===== src/rtl/rng_sop_buffer.sv =====
// rng_sop_buffer: pulls 128-bit RNG blocks, splits them into 32-bit words and
// serves them from a word FIFO through a valid/pop interface.
// Optional feature macro: RNG_SOP_REPEAT_CHK_EN (drops and flags repeated blocks).
module rng_sop_buffer #(
  parameter int unsigned DEPTH = 16,
  localparam int unsigned LVL_W = $clog2(DEPTH) + 1
) (
  input  logic              rng_clk,
  input  logic              rst_n,
  input  logic              sw_flush,
  input  logic [127:0]      sop_data,
  input  logic              sop_valid,
  output logic              rd_sop,
  output logic [31:0]       rnd_data,
  output logic              rnd_rdy,
  input  logic              rnd_rd,
  output logic [LVL_W-1:0]  fifo_level,
  output logic              rep_err
);

  localparam int unsigned PTR_W = $clog2(DEPTH);

  localparam logic [2:0] IDLE = 3'd0;
  localparam logic [2:0] ACK  = 3'd1;
`ifdef RNG_SOP_REPEAT_CHK_EN
  localparam logic [2:0] CHK  = 3'd2;
`endif
  localparam logic [2:0] WR0  = 3'd3;
  localparam logic [2:0] WR1  = 3'd4;
  localparam logic [2:0] WR2  = 3'd5;
  localparam logic [2:0] WR3  = 3'd6;

  logic [2:0]       state;
  logic [2:0]       state_nxt;
  logic             rd_sop_q;
  logic [127:0]     staging;
  logic [31:0]      mem [DEPTH];
  logic [PTR_W-1:0] wr_ptr;
  logic [PTR_W-1:0] rd_ptr;
  logic [LVL_W-1:0] level;
  logic             wr_en_c;
  logic [31:0]      wr_word_c;
  logic             rd_en_c;
  logic             space_ok_c;

`ifdef RNG_SOP_REPEAT_CHK_EN
  logic [127:0]     prev_blk;
  logic             prev_vld;
  logic             rep_err_q;
  logic             blk_dup_c;

  assign blk_dup_c = prev_vld && (staging == prev_blk);
`endif

  // A whole block must fit before it is acknowledged
  assign space_ok_c = (level <= LVL_W'(DEPTH - 4));
  assign rd_en_c    = rnd_rd && (level != '0) && !sw_flush;

  // Next-state and word-write decode
  always_comb begin
    state_nxt = state;
    wr_en_c   = 1'b0;
    wr_word_c = '0;
    case (state)
      IDLE: if (sop_valid && space_ok_c) state_nxt = ACK;
`ifdef RNG_SOP_REPEAT_CHK_EN
      ACK:  state_nxt = CHK;
      CHK:  state_nxt = blk_dup_c ? IDLE : WR0;
`else
      ACK:  state_nxt = WR0;
`endif
      WR0: begin
        wr_en_c   = 1'b1;
        wr_word_c = staging[31:0];
        state_nxt = WR1;
      end
      WR1: begin
        wr_en_c   = 1'b1;
        wr_word_c = staging[63:32];
        state_nxt = WR2;
      end
      WR2: begin
        wr_en_c   = 1'b1;
        wr_word_c = staging[95:64];
        state_nxt = WR3;
      end
      WR3: begin
        wr_en_c   = 1'b1;
        wr_word_c = staging[127:96];
        state_nxt = IDLE;
      end
      default: state_nxt = IDLE;
    endcase
    if (sw_flush) begin
      state_nxt = IDLE;
      wr_en_c   = 1'b0;
    end
  end

  // State register; acknowledge is registered from the entry into ACK
  always_ff @(posedge rng_clk or negedge rst_n) begin
    if (!rst_n) begin
      state    <= IDLE;
      rd_sop_q <= 1'b0;
    end else begin
      state    <= state_nxt;
      rd_sop_q <= (state_nxt == ACK);
    end
  end

  // Staging register captures the block while it is acknowledged
  always_ff @(posedge rng_clk or negedge rst_n) begin
    if (!rst_n) begin
      staging <= '0;
    end else if (sw_flush) begin
      staging <= '0;
    end else if (state == ACK) begin
      staging <= sop_data;
    end
  end

  // FIFO pointers and occupancy
  always_ff @(posedge rng_clk or negedge rst_n) begin
    if (!rst_n) begin
      wr_ptr <= '0;
      rd_ptr <= '0;
      level  <= '0;
    end else if (sw_flush) begin
      wr_ptr <= '0;
      rd_ptr <= '0;
      level  <= '0;
    end else begin
      if (wr_en_c) wr_ptr <= wr_ptr + PTR_W'(1);
      if (rd_en_c) rd_ptr <= rd_ptr + PTR_W'(1);
      case ({wr_en_c, rd_en_c})
        2'b10:   level <= level + LVL_W'(1);
        2'b01:   level <= level - LVL_W'(1);
        default: level <= level;
      endcase
    end
  end

  // Word storage; popped entries keep stale data, hidden by output gating
  always_ff @(posedge rng_clk) begin
    if (wr_en_c) mem[wr_ptr] <= wr_word_c;
  end

`ifdef RNG_SOP_REPEAT_CHK_EN
  // Repeated-block detection against the last accepted block
  always_ff @(posedge rng_clk or negedge rst_n) begin
    if (!rst_n) begin
      prev_blk  <= '0;
      prev_vld  <= 1'b0;
      rep_err_q <= 1'b0;
    end else if (sw_flush) begin
      prev_blk  <= '0;
      prev_vld  <= 1'b0;
      rep_err_q <= 1'b0;
    end else if (state == CHK) begin
      if (blk_dup_c) begin
        rep_err_q <= 1'b1;
      end else begin
        prev_blk <= staging;
        prev_vld <= 1'b1;
      end
    end
  end

  assign rep_err = rep_err_q;
`else
  assign rep_err = 1'b0;
`endif

  assign rd_sop     = rd_sop_q & ~sw_flush;
  assign rnd_rdy    = (level != '0);
  assign rnd_data   = rnd_rdy ? mem[rd_ptr] : 32'h0;
  assign fifo_level = level;

endmodule


===== config.mk =====
export PLATFORM = sky130hd
export DESIGN_NAME = rng_sop_buffer
export DESIGN_NICKNAME = d
export VERILOG_FILES = /design/src/rtl/rng_sop_buffer.sv
export SDC_FILE = /design/constraint.sdc
export NUM_CORES = 1
export LEC_CHECK = 0
export BUFFER_PORTS_ARGS = -buffer_cell sky130_fd_sc_hd__buf_2
export CAP_MARGIN = 20
export CORE_MARGIN = 1.5
export CORE_UTILIZATION = 45
export CTS_CLUSTER_SIZE = 30
export DETAILED_ROUTE_END_ITERATION = 10
export PLACE_DENSITY = 0.65
export SLEW_MARGIN = 20
export SYNTH_ARGS = -nofsm -noshare
export SYNTH_HDL_FRONTEND = slang
export SYNTH_SLANG_ARGS = --single-unit

===== constraint.sdc =====
create_clock -name rng_clk -period 3.65 [get_ports rng_clk]
set_clock_uncertainty 0.05 [all_clocks]
set_input_delay 0.365 -clock rng_clk [delete_from_list [all_inputs] [get_ports rng_clk]]
set_output_delay 0.365 -clock rng_clk [all_outputs]
set_load 0.02 [all_outputs]

==> flow_summary_export.csv, run 1 <==
group,metric,value,unit
synthesis,synth.most_common_cell,"edfxtp_1",
critical_path,path_class,"reg -> out",
global_routing,grt_overflow_total,0,
timing,tns,0,ns
finish,final_util,55.1,%
clock_network,cts_buffer_depth,3,
clock_network,numCtsBuffers,68,
routing,remaining_drc_errors,0,
synthesis,synth_cell_types,51,
routing,first_iter_violations,1543,
synthesis,synth_common_cells,"512 x edfxtp_1, 301 x nand2_1, 166 x a21oi_1",
finish,num_antenna_cells,0,
synthesis,ys_ff_latch,657,
synthesis,synthesis.nets,1874,
finish,syn2layout_area_growth,20.6,%
synthesis,synth_edf_count,512,
hold_path,hold_class,"in -> reg",
synthesis,async_reset_ff_share,22.1,%
clock_network,clk_latency,0.60,ns
synthesis,synth_top_cell_by_area,"edfxtp_1",
global_routing,grt_usage,22.2,%
timing,fin_crit_sh,90.9,%
timing,rsz0062_at_grt,"no",
placed_design,place.gp.congestion,0.830,
timing,timing.hold.ws,0.0377,ns
power_and_ir_drop,irDropWorstVdd,0.526,mV
global_routing,antenna_found_initial,0,
routing,antenna_left,0,
timing,min_period,3.32,ns
critical_path,critPathMaxFanout,61,
timing,max_freq,301,MHz
clock_network,cts.sinks,657,
routing,routed_wl,66000,um
placed_design,dpl.hpwl,36600,um
clock_network,cts_max_level,3,
floorplanning,dieArea,60200,um^2
critical_path,critPathArrivalTime,2.90,ns
finish,nets,2172,
critical_path,cp-start-kind,"register",
global_routing,grt_max_degree,128,
timing,worstMarginPinSlew,0.832,ns
finish,final_cells,2849,
routing,routed_via_density,5.79,
placed_design,dp_cells,2599,
floorplanning,io_pins,173,
synthesis,seq_area_frac_synth,71.8,%
floorplanning,chipHeight,245,um
synthesis,synth_area_per_cell,15.3,um^2
global_routing,grt_pass1_vias,16900,
power_and_ir_drop,p_leak,0.0115,uW
status,status,"completed",
routing,first_pass_iters,6,
clock_network,cts_tree,"done",
finish,final_layout_size_suffix_gt1_share,19.8,%
job,cap_violations,0,
floorplanning,std_cell_rows,88,
floorplanning,die_x,245,um
timing,setup_viol,0,
synthesis,synthCells,1734,
power_and_ir_drop,power_density,600,nW/um^2
synthesis,synth.area.top_cells,"edfxtp_1 58%, dfrtp_1 14%, mux4_2 5.4%, mux2i_1 4.8%, nand2_1 4.3%",
synthesis,synth_area,26500,um^2
critical_path,critPathRequiredTime,3.23,ns
clock_network,cts-root-buf,"clkbuf_16",
clock_network,postCtsSetupBuffers,0,
synthesis,yosysWarnings,0,
routing,num_vias,16500,
critical_path,critPathCaptureType,"output pin",
floorplanning,start_util,45.7,%
synthesis,synth_flop_cell,"edfxtp_1",
clock_network,cts.clk_slew.worst_paths,0.06,ns
synthesis,yosysTopAreaCellShare,58.1,%
timing,relSlewSlack,44.5,%
placed_design,portBuffers,171,
routing,wl_per_cell,23.2,um
global_routing,grt_pass1_wl,100000,um
timing,slew_viol_final,0,
timing,finalHoldViolations,0,
floorplanning,coreArea,57900,um^2
final timing paths:
check / cells past startpoint / endpoint / slack [ns] / start
worst max-delay path: 6 / rnd_data[6] / 0.33 / rd_ptr[0]
worst min-delay path: 3 / staging[54] / 0.04 / sop_data[54]
worst max register to register: 10 / fifo_level[4] / 0.68 / state[2]
worst min register to register: 2 / staging[44] / 0.47 / staging[44]
max in group asynchronous: 3 / staging[18] / 2.36 / rst_n
min in group asynchronous: 2 / staging[36] / 0.35 / rst_n
per-stage QoR:
step	worst slack, ns	total power [uW]	instance area [um^2]
6_report	0.332	19100	31900
5_1_grt	0.128	19900	31900
4_1_cts	0.144	19300	31900
3_5_place_dp	0.696	12400	28400
3_3_place_gp	0.770	12400	28400
2_1_floorplan	0.610	11200	26500
cells in the final DEF, fill, tap and decap left out, drive strengths merged, types with 5 or more instances in the layout:
| cell | instances |
|---|---|
| nand3 | 5 |
| mux2i | 128 |
| o221ai | 32 |
| o32a | 32 |
| xor2 | 6 |
| dfrtp | 145 |
| ha | 7 |
| nor2 | 32 |
| o21ai | 33 |
| dlygate4sd3 | 128 |
| inv | 7 |
| a221o | 32 |
| nand2 | 301 |
| a21oi | 166 |
| bufinv | 6 |
| o22ai | 33 |
| mux4 | 64 |
| a22o | 32 |
| clkbuf | 90 |
| clkinv | 20 |
| buf | 224 |
| edfxtp | 512 |
registers in the layout (all words and copies together), names as in the netlist:
register	flops
mem	512
wr_ptr	4
rd_ptr	4
rd_sop_q	1
fifo_level	5
state	3
staging	128
per-layer routing:
metal  track usage (%)  vias up  share of wire (%)
met2              36.1      685                 48
met4              7.02        0                2.1
met1              30.5     8432                 43
li1                  -     7282                  -
met5                 0        -                  0
met3              3.75      100                7.3
critical path: stages, from the launching register on:
cell and delay (ns):
dfrtp_4 0.55, buf_12 0.40, mux4_2 0.57, o32a_1 0.30
nand2_1 0.06, a21oi_1 0.10, buf_2 0.25
power by group:
group / internal [uW] / switching [uW]
Clock: 3990 / 2790
Sequential: 8230 / 175
Combinational: 1580 / 2370
layout make-up:
| type | count | area (um^2) |
|---|---|---|
| clock buffer | 90 | 1850 |
| multi-input combinational | 949 | 7030 |
| inverter | 4 | 15.0 |
| sequential | 657 | 19000 |
| timing repair buffer | 352 | 2710 |
| clock inverter | 32 | 337 |
| tap | 765 | 957 |
| fill | 4561 | 26000 |
logic make-up after synthesis:
kind of cell    share of synthesized area (%)
fa+ha+maj                               0.331
compound gates                           9.46
buf+inv                                  2.15
simple gates                             5.54
flops                                    71.8
xor+xnor                                0.331
mux                                      10.3
other cells                            0.0142
timing repair:
item / 4_1_cts / 5_1_grt
gates resized for setup: 0 / 0
hold buffers: 128 / 0
endpoints found under the hold margin: 215 / 0
No activity file was read; power rests on OpenSTA's default activity.
==> run 2, diff against run 1 <==
--- a/config.mk
+++ b/config.mk
@@ -5,12 +5,13 @@
 export SDC_FILE = /design/constraint.sdc
 export NUM_CORES = 1
 export LEC_CHECK = 0
-export BUFFER_PORTS_ARGS = -buffer_cell sky130_fd_sc_hd__buf_2
+export BUFFER_PORTS_ARGS = -buffer_cell sky130_fd_sc_hd__buf_4
 export CAP_MARGIN = 20
 export CORE_MARGIN = 1.5
 export CORE_UTILIZATION = 45
 export CTS_CLUSTER_SIZE = 30
 export DETAILED_ROUTE_END_ITERATION = 10
+export HOLD_SLACK_MARGIN = 0.08
 export PLACE_DENSITY = 0.65
 export SLEW_MARGIN = 20
 export SYNTH_ARGS = -nofsm -noshare
==> flow_summary_export.csv, run 2 (same netlist as run 1, synthesis figures left out) <==
group,metric,value,unit
status,status,"completed",
global_routing,grt_busiest_layer,"met2",
critical_path,cpMostUsedCell,"buf_4",
power_and_ir_drop,clkPwrFrac,33.3,%
timing,rsz0062_at_grt,"no",
power_and_ir_drop,switchingPower,5290,uW
routing,remaining_drc_errors,0,
finish,largest_reg_flops,512,
placed_design,dpl.hpwl,37600,um
routing,num_vias,16300,
floorplanning,dieArea,60200,um^2
floorplanning,start_util,45.7,%
power_and_ir_drop,irDropWorstVdd,0.500,mV
global_routing,grt_overflow_total,0,
timing,max_freq,291,MHz
routing,routed_wl,65100,um
global_routing,antenna_found_initial,1,
finish,final_layout_size_suffix_gt1_share,20.1,%
finish,syn2layout_area_growth,22.3,%
floorplanning,die_x,245,um
critical_path,path_class,"reg -> out",
clock_network,cts_buffer_depth,3,
routing,wl_per_cell,22.8,um
critical_path,worst-path-buf-inv,2,
placed_design,place.gp.congestion,0.836,
timing,tns,0,ns
clock_network,cts.clk_slew.worst_paths,0.06,ns
timing,min_period,3.44,ns
critical_path,cp-start-kind,"register",
global_routing,grt_pass1_vias,16600,
timing,timing.hold.ws,0.204,ns
critical_path,critPathCaptureType,"output pin",
critical_path,crit_family,"buffers and inverters",
critical_path,reg2reg_slack,0.62,ns
floorplanning,chipHeight,245,um
critical_path,cp_slowest_cell,"buf_4",
global_routing,grt_max_degree,97,
timing,fin_crit_sh,94.3,%
clock_network,cts-root-buf,"clkbuf_16",
floorplanning,io_pins,173,
clock_network,clk_latency,0.63,ns
global_routing,grt_pass1_wl,99200,um
finish,final_cell_mix,"512 x edfxtp_1, 300 x nand2_1, 214 x buf_4",
finish,nets,2179,
clock_network,cts.sinks,657,
floorplanning,std_cell_rows,88,
power_and_ir_drop,seq_power_share,44.6,%
finish,largest-register,"mem",
timing,worstMarginPinSlew,1.08,ns
routing,first_iter_violations,1455,
power_and_ir_drop,power_density,586,nW/um^2
critical_path,critPathArrivalTime,3.03,ns
global_routing,grt_usage,21.7,%
floorplanning,coreArea,57900,um^2
power_and_ir_drop,p_leak,0.0116,uW
critical_path,crit_chain,"buf_4 > mux4_2 > o32a_1 > nand2_1 > a21oi_1 > buf_4",
power_and_ir_drop,swShare,27.9,%
global_routing,use_met3,3.92,%
timing,finalHoldViolations,0,
clock_network,numCtsBuffers,61,
routing,antenna_left,0,
job,cap_violations,0,
global_routing,global_route.usage.met2,36.2,%
timing,setup_viol,0,
clock_network,cts_tree,"done",
routing,first_pass_iters,5,
finish,layout_commonest_cell,"edfxtp_1",
critical_path,critPathRequiredTime,3.23,ns
power_and_ir_drop,p_comb_share,22.1,%
placed_design,portBuffers,171,
routing,routed_via_density,5.71,
timing,slew_viol_final,0,
critical_path,max_stage_delay,0.81,ns
critical_path,critPathMaxFanout,67,
power_and_ir_drop,p_int,13700,uW
hold_path,hold_class,"in -> reg",
timing,relSlewSlack,27.7,%
global_routing,grtUsageMet1,29.8,%
finish,num_antenna_cells,0,
clock_network,postCtsSetupBuffers,0,
clock_network,cts_max_level,2,
## run 2: changes by cell type in the layout (fill, tap and decap cells not counted), sizes merged
cell         delta
dlygate4sd3     +2
clkinvlp        +1
clkinv          +9
inv             -2
buf            +12
clkbuf         -15
bufinv          +1
## run 2: power groups by stage
stage          Clock (uW)  Sequential [uW]  Combinational, uW
4_1_cts              6430             8450               4240
5_1_grt              6710             8480               4520
3_3_place_gp            0             8590               4080
2_1_floorplan           0             8500               2740
6_report             6320             8450               4190
3_5_place_dp            0             8600               4120
## run 2: final timing paths
check	from	end	cells past startpoint
worst min register to register	staging[5]	staging[5]	2
worst max register to register	fifo_level[0]	fifo_level[4]	10
min in group asynchronous	rst_n	staging[0]	2
max in group asynchronous	rst_n	staging[108]	3
worst max-delay path	rd_ptr[1]	rnd_data[24]	6
worst min-delay path	sop_valid	state[0]	3
## run 2: metal layers
| metal | vias up | wire length (um) | part of all wire, % |
|---|---|---|---|
| met5 | - | 0 | 0 |
| met4 | 0 | 1070 | 1.6 |
| met3 | 86 | 4430 | 6.8 |
| met2 | 561 | 31900 | 49 |
| met1 | 8380 | 27800 | 43 |
| li1 | 7289 | - | - |
## run 2: tightest hold or removal path: cells and delay by family
family	cells	cell delay [ns]
AO/OA/AOI/OAI	2	0.34
buffers and inverters	1	0.11
## run 2: layout make-up
class / count / area [um^2]
fillers: 4533 / 25600
flip-flops and latches: 657 / 19000
multi-input cells: 949 / 7030
repair buffers: 366 / 3340
clock buffers: 75 / 1600
well taps: 765 / 957
clock inverters: 41 / 397
inverters: 4 / 15.0
## run 2: per-stage QoR
stage	instances	setup slack, ns	area (um^2)	util [%]	power (uW)
after CTS	2857	0.152	32300	55.9	19100
after global routing	2857	0.0560	32300	55.9	19700
after floorplan	1734	0.610	26500	-	11200
after detailed placement	2611	0.655	29100	50.2	12700
after global placement	2611	0.766	29100	50.2	12700
final	2857	0.209	32300	55.9	19000
## run 2: what timing repair did
action                                 4_1_cts  5_1_grt
resized for setup                            0        0
hold buffers                               130        0
endpoints found under the hold margin      210        0
==> run 3, diff against run 2 <==
--- a/config.mk
+++ b/config.mk
@@ -9,11 +9,11 @@
 export CAP_MARGIN = 20
 export CORE_MARGIN = 1.5
 export CORE_UTILIZATION = 45
+export CTS_BUF_LIST = sky130_fd_sc_hd__clkbuf_4 sky130_fd_sc_hd__clkbuf_8
 export CTS_CLUSTER_SIZE = 30
 export DETAILED_ROUTE_END_ITERATION = 10
 export HOLD_SLACK_MARGIN = 0.08
 export PLACE_DENSITY = 0.65
-export SLEW_MARGIN = 20
 export SYNTH_ARGS = -nofsm -noshare
 export SYNTH_HDL_FRONTEND = slang
 export SYNTH_SLANG_ARGS = --single-unit
==> constraint.sdc (replaced) <==
create_clock -name rng_clk -period 3.75 [get_ports rng_clk]
set_clock_uncertainty 0.05 [all_clocks]
set_input_delay 0.375 -clock rng_clk [delete_from_list [all_inputs] [get_ports rng_clk]]
set_output_delay 0.375 -clock rng_clk [all_outputs]
set_load 0.02 [all_outputs]
==> flow_summary_export.csv, run 3 (same netlist as run 1, synthesis figures left out) <==
group,metric,value,unit
clock_network,cts.sinks,657,
job,cap_violations,0,
floorplanning,coreArea,57900,um^2
finish,nets,2216,
routing,routed_via_density,5.59,
power_and_ir_drop,irDropWorstVdd,0.315,mV
routing,remaining_drc_errors,0,
timing,worstMarginPinSlew,1.08,ns
critical_path,cp_slowest_cell,"dfrtp_4",
finish,final_cell_mix,"512 x edfxtp_1, 300 x nand2_1, 216 x buf_4",
floorplanning,std_cell_rows,88,
clock_network,clk_latency,0.70,ns
finish,syn2layout_area_growth,22.5,%
finish,num_antenna_cells,0,
clock_network,cts_max_level,3,
floorplanning,start_util,45.7,%
floorplanning,die_x,245,um
clock_network,cts.clk_slew.worst_paths,0.06,ns
timing,relSlewSlack,27.8,%
global_routing,grt_busiest_layer,"met2",
routing,first_iter_violations,1339,
critical_path,cpMostUsedCell,"buf_4",
floorplanning,io_pins,173,
global_routing,grt_usage,21.9,%
timing,rsz0062_at_grt,"no",
critical_path,cp-start-kind,"register",
floorplanning,dieArea,60200,um^2
critical_path,critPathMaxFanout,21,
global_routing,grt_pass1_wl,99300,um
finish,final_util,56.0,%
clock_network,cts_tree,"done",
timing,fin_crit_sh,93.2,%
routing,antenna_left,0,
timing,setup_viol,0,
critical_path,critPathRequiredTime,3.32,ns
placed_design,dpl.hpwl,37200,um
clock_network,postCtsSetupBuffers,0,
global_routing,grt_overflow_total,0,
finish,final_layout_size_suffix_gt1_share,23.1,%
status,status,"completed",
critical_path,crit_chain,"buf_12 > buf_4 > mux2i_1 > o22ai_1 > o32a_1 > nand2_1 > a21oi_1 > buf_4",
clock_network,numCtsBuffers,101,
global_routing,grtUsageMet1,30.5,%
finish,largest_reg_flops,512,
clock_network,cts_buffer_depth,3,
routing,routed_wl,65500,um
placed_design,place_area,29000,um^2
timing,tns,0,ns
global_routing,grt_pass1_vias,16800,
routing,num_vias,16400,
finish,n_fill_cell,4565,
timing,min_period,3.49,ns
timing,finalHoldViolations,0,
power_and_ir_drop,p_leak,0.0117,uW
floorplanning,chipHeight,245,um
finish,fin_area,32400,um^2
critical_path,critPathArrivalTime,3.07,ns
routing,wl_per_cell,22.4,um
critical_path,critPathCaptureType,"output pin",
hold_path,hold_class,"in -> reg",
placed_design,portBuffers,171,
critical_path,path_class,"reg -> out",
power_and_ir_drop,power_density,570,nW/um^2
clock_network,cts-root-buf,"clkbuf_8",
finish,layout_commonest_cell,"edfxtp_1",
global_routing,use_met3,3.89,%
timing,max_freq,286,MHz
global_routing,grt_max_degree,101,
global_routing,global_route.usage.met2,35.3,%
timing,slew_viol_final,0,
global_routing,antenna_found_initial,1,
critical_path,max_stage_delay,0.70,ns
placed_design,place.gp.congestion,0.830,
finish,largest-register,"mem",
routing,first_pass_iters,5,
run 3: changes by cell type in the layout (fill, tap and decap cells not counted), moves of 2 or more:
cell / delta
buf_12: -5
buf_4: +2
bufinv_16: -2
clkbuf_1: -12
clkbuf_16: -61
clkbuf_4: +39
clkbuf_8: +109
clkinv_8: -2
clkinvlp_4: +2
run 3: critical path: cells and delay by family (launching register included):
family | cells | cell delay, ns
buf+inv | 3 | 0.73
compound gates | 3 | 0.77
mux | 1 | 0.10
simple gates | 1 | 0.05
flops | 1 | 0.70
run 3: path summary, 6_finish.rpt:
kind	from	end	slack (ns)	cells after the start
worst min register to register	staging[83]	staging[83]	0.47	2
max in group asynchronous	rst_n	rd_ptr[0]	2.38	3
min in group asynchronous	rst_n	staging[32]	0.24	2
worst max-delay path	rd_ptr[0]	rnd_data[6]	0.26	8
worst min-delay path	sop_valid	state[0]	0.15	3
worst max register to register	fifo_level[0]	fifo_level[4]	0.77	10
run 3: cell type report:
type	instances	area (um^2)	share of cell area (%)
clock buffer	150	1820	5.62
multi-input combinational	949	7030	21.7
timing repair buffer	363	3250	10.0
sequential	657	19000	58.7
inverter	4	15.0	0.0463
tap	765	957	2.95
clock inverter	38	315	0.973
run 3: power breakdown:
group          internal (uW)  switching (uW)  total, uW
registers               8010             199       8210
logic                   1770            2290       4060
clock network           3460            2750       6210
total                  13200            5240      18500
run 3: per-stage QoR:
| step | power [uW] | cells | setup slack (ns) | hold WS, ns |
|---|---|---|---|---|
| floorplan | 10900 | 1734 | 0.710 | 0.0294 |
| global placement | 12300 | 2608 | 0.831 | 0.412 |
| detailed placement | 12300 | 2608 | 0.791 | 0.425 |
| CTS | 18600 | 2926 | 0.179 | 0.0896 |
| global route | 19200 | 2926 | 0.0724 | 0.147 |
| finish | 18500 | 2926 | 0.256 | 0.146 |
run 3: repair_timing:
action	CTS	global route
hold endpoints to repair	211	0
resized for setup	0	0
hold buffers	130	0
run 3: per-layer routing:
layer	vias up	wire, um
met5	-	0
met4	0	1230
met3	91	4010
met2	573	31700
met1	8314	28600
li1	7381	-
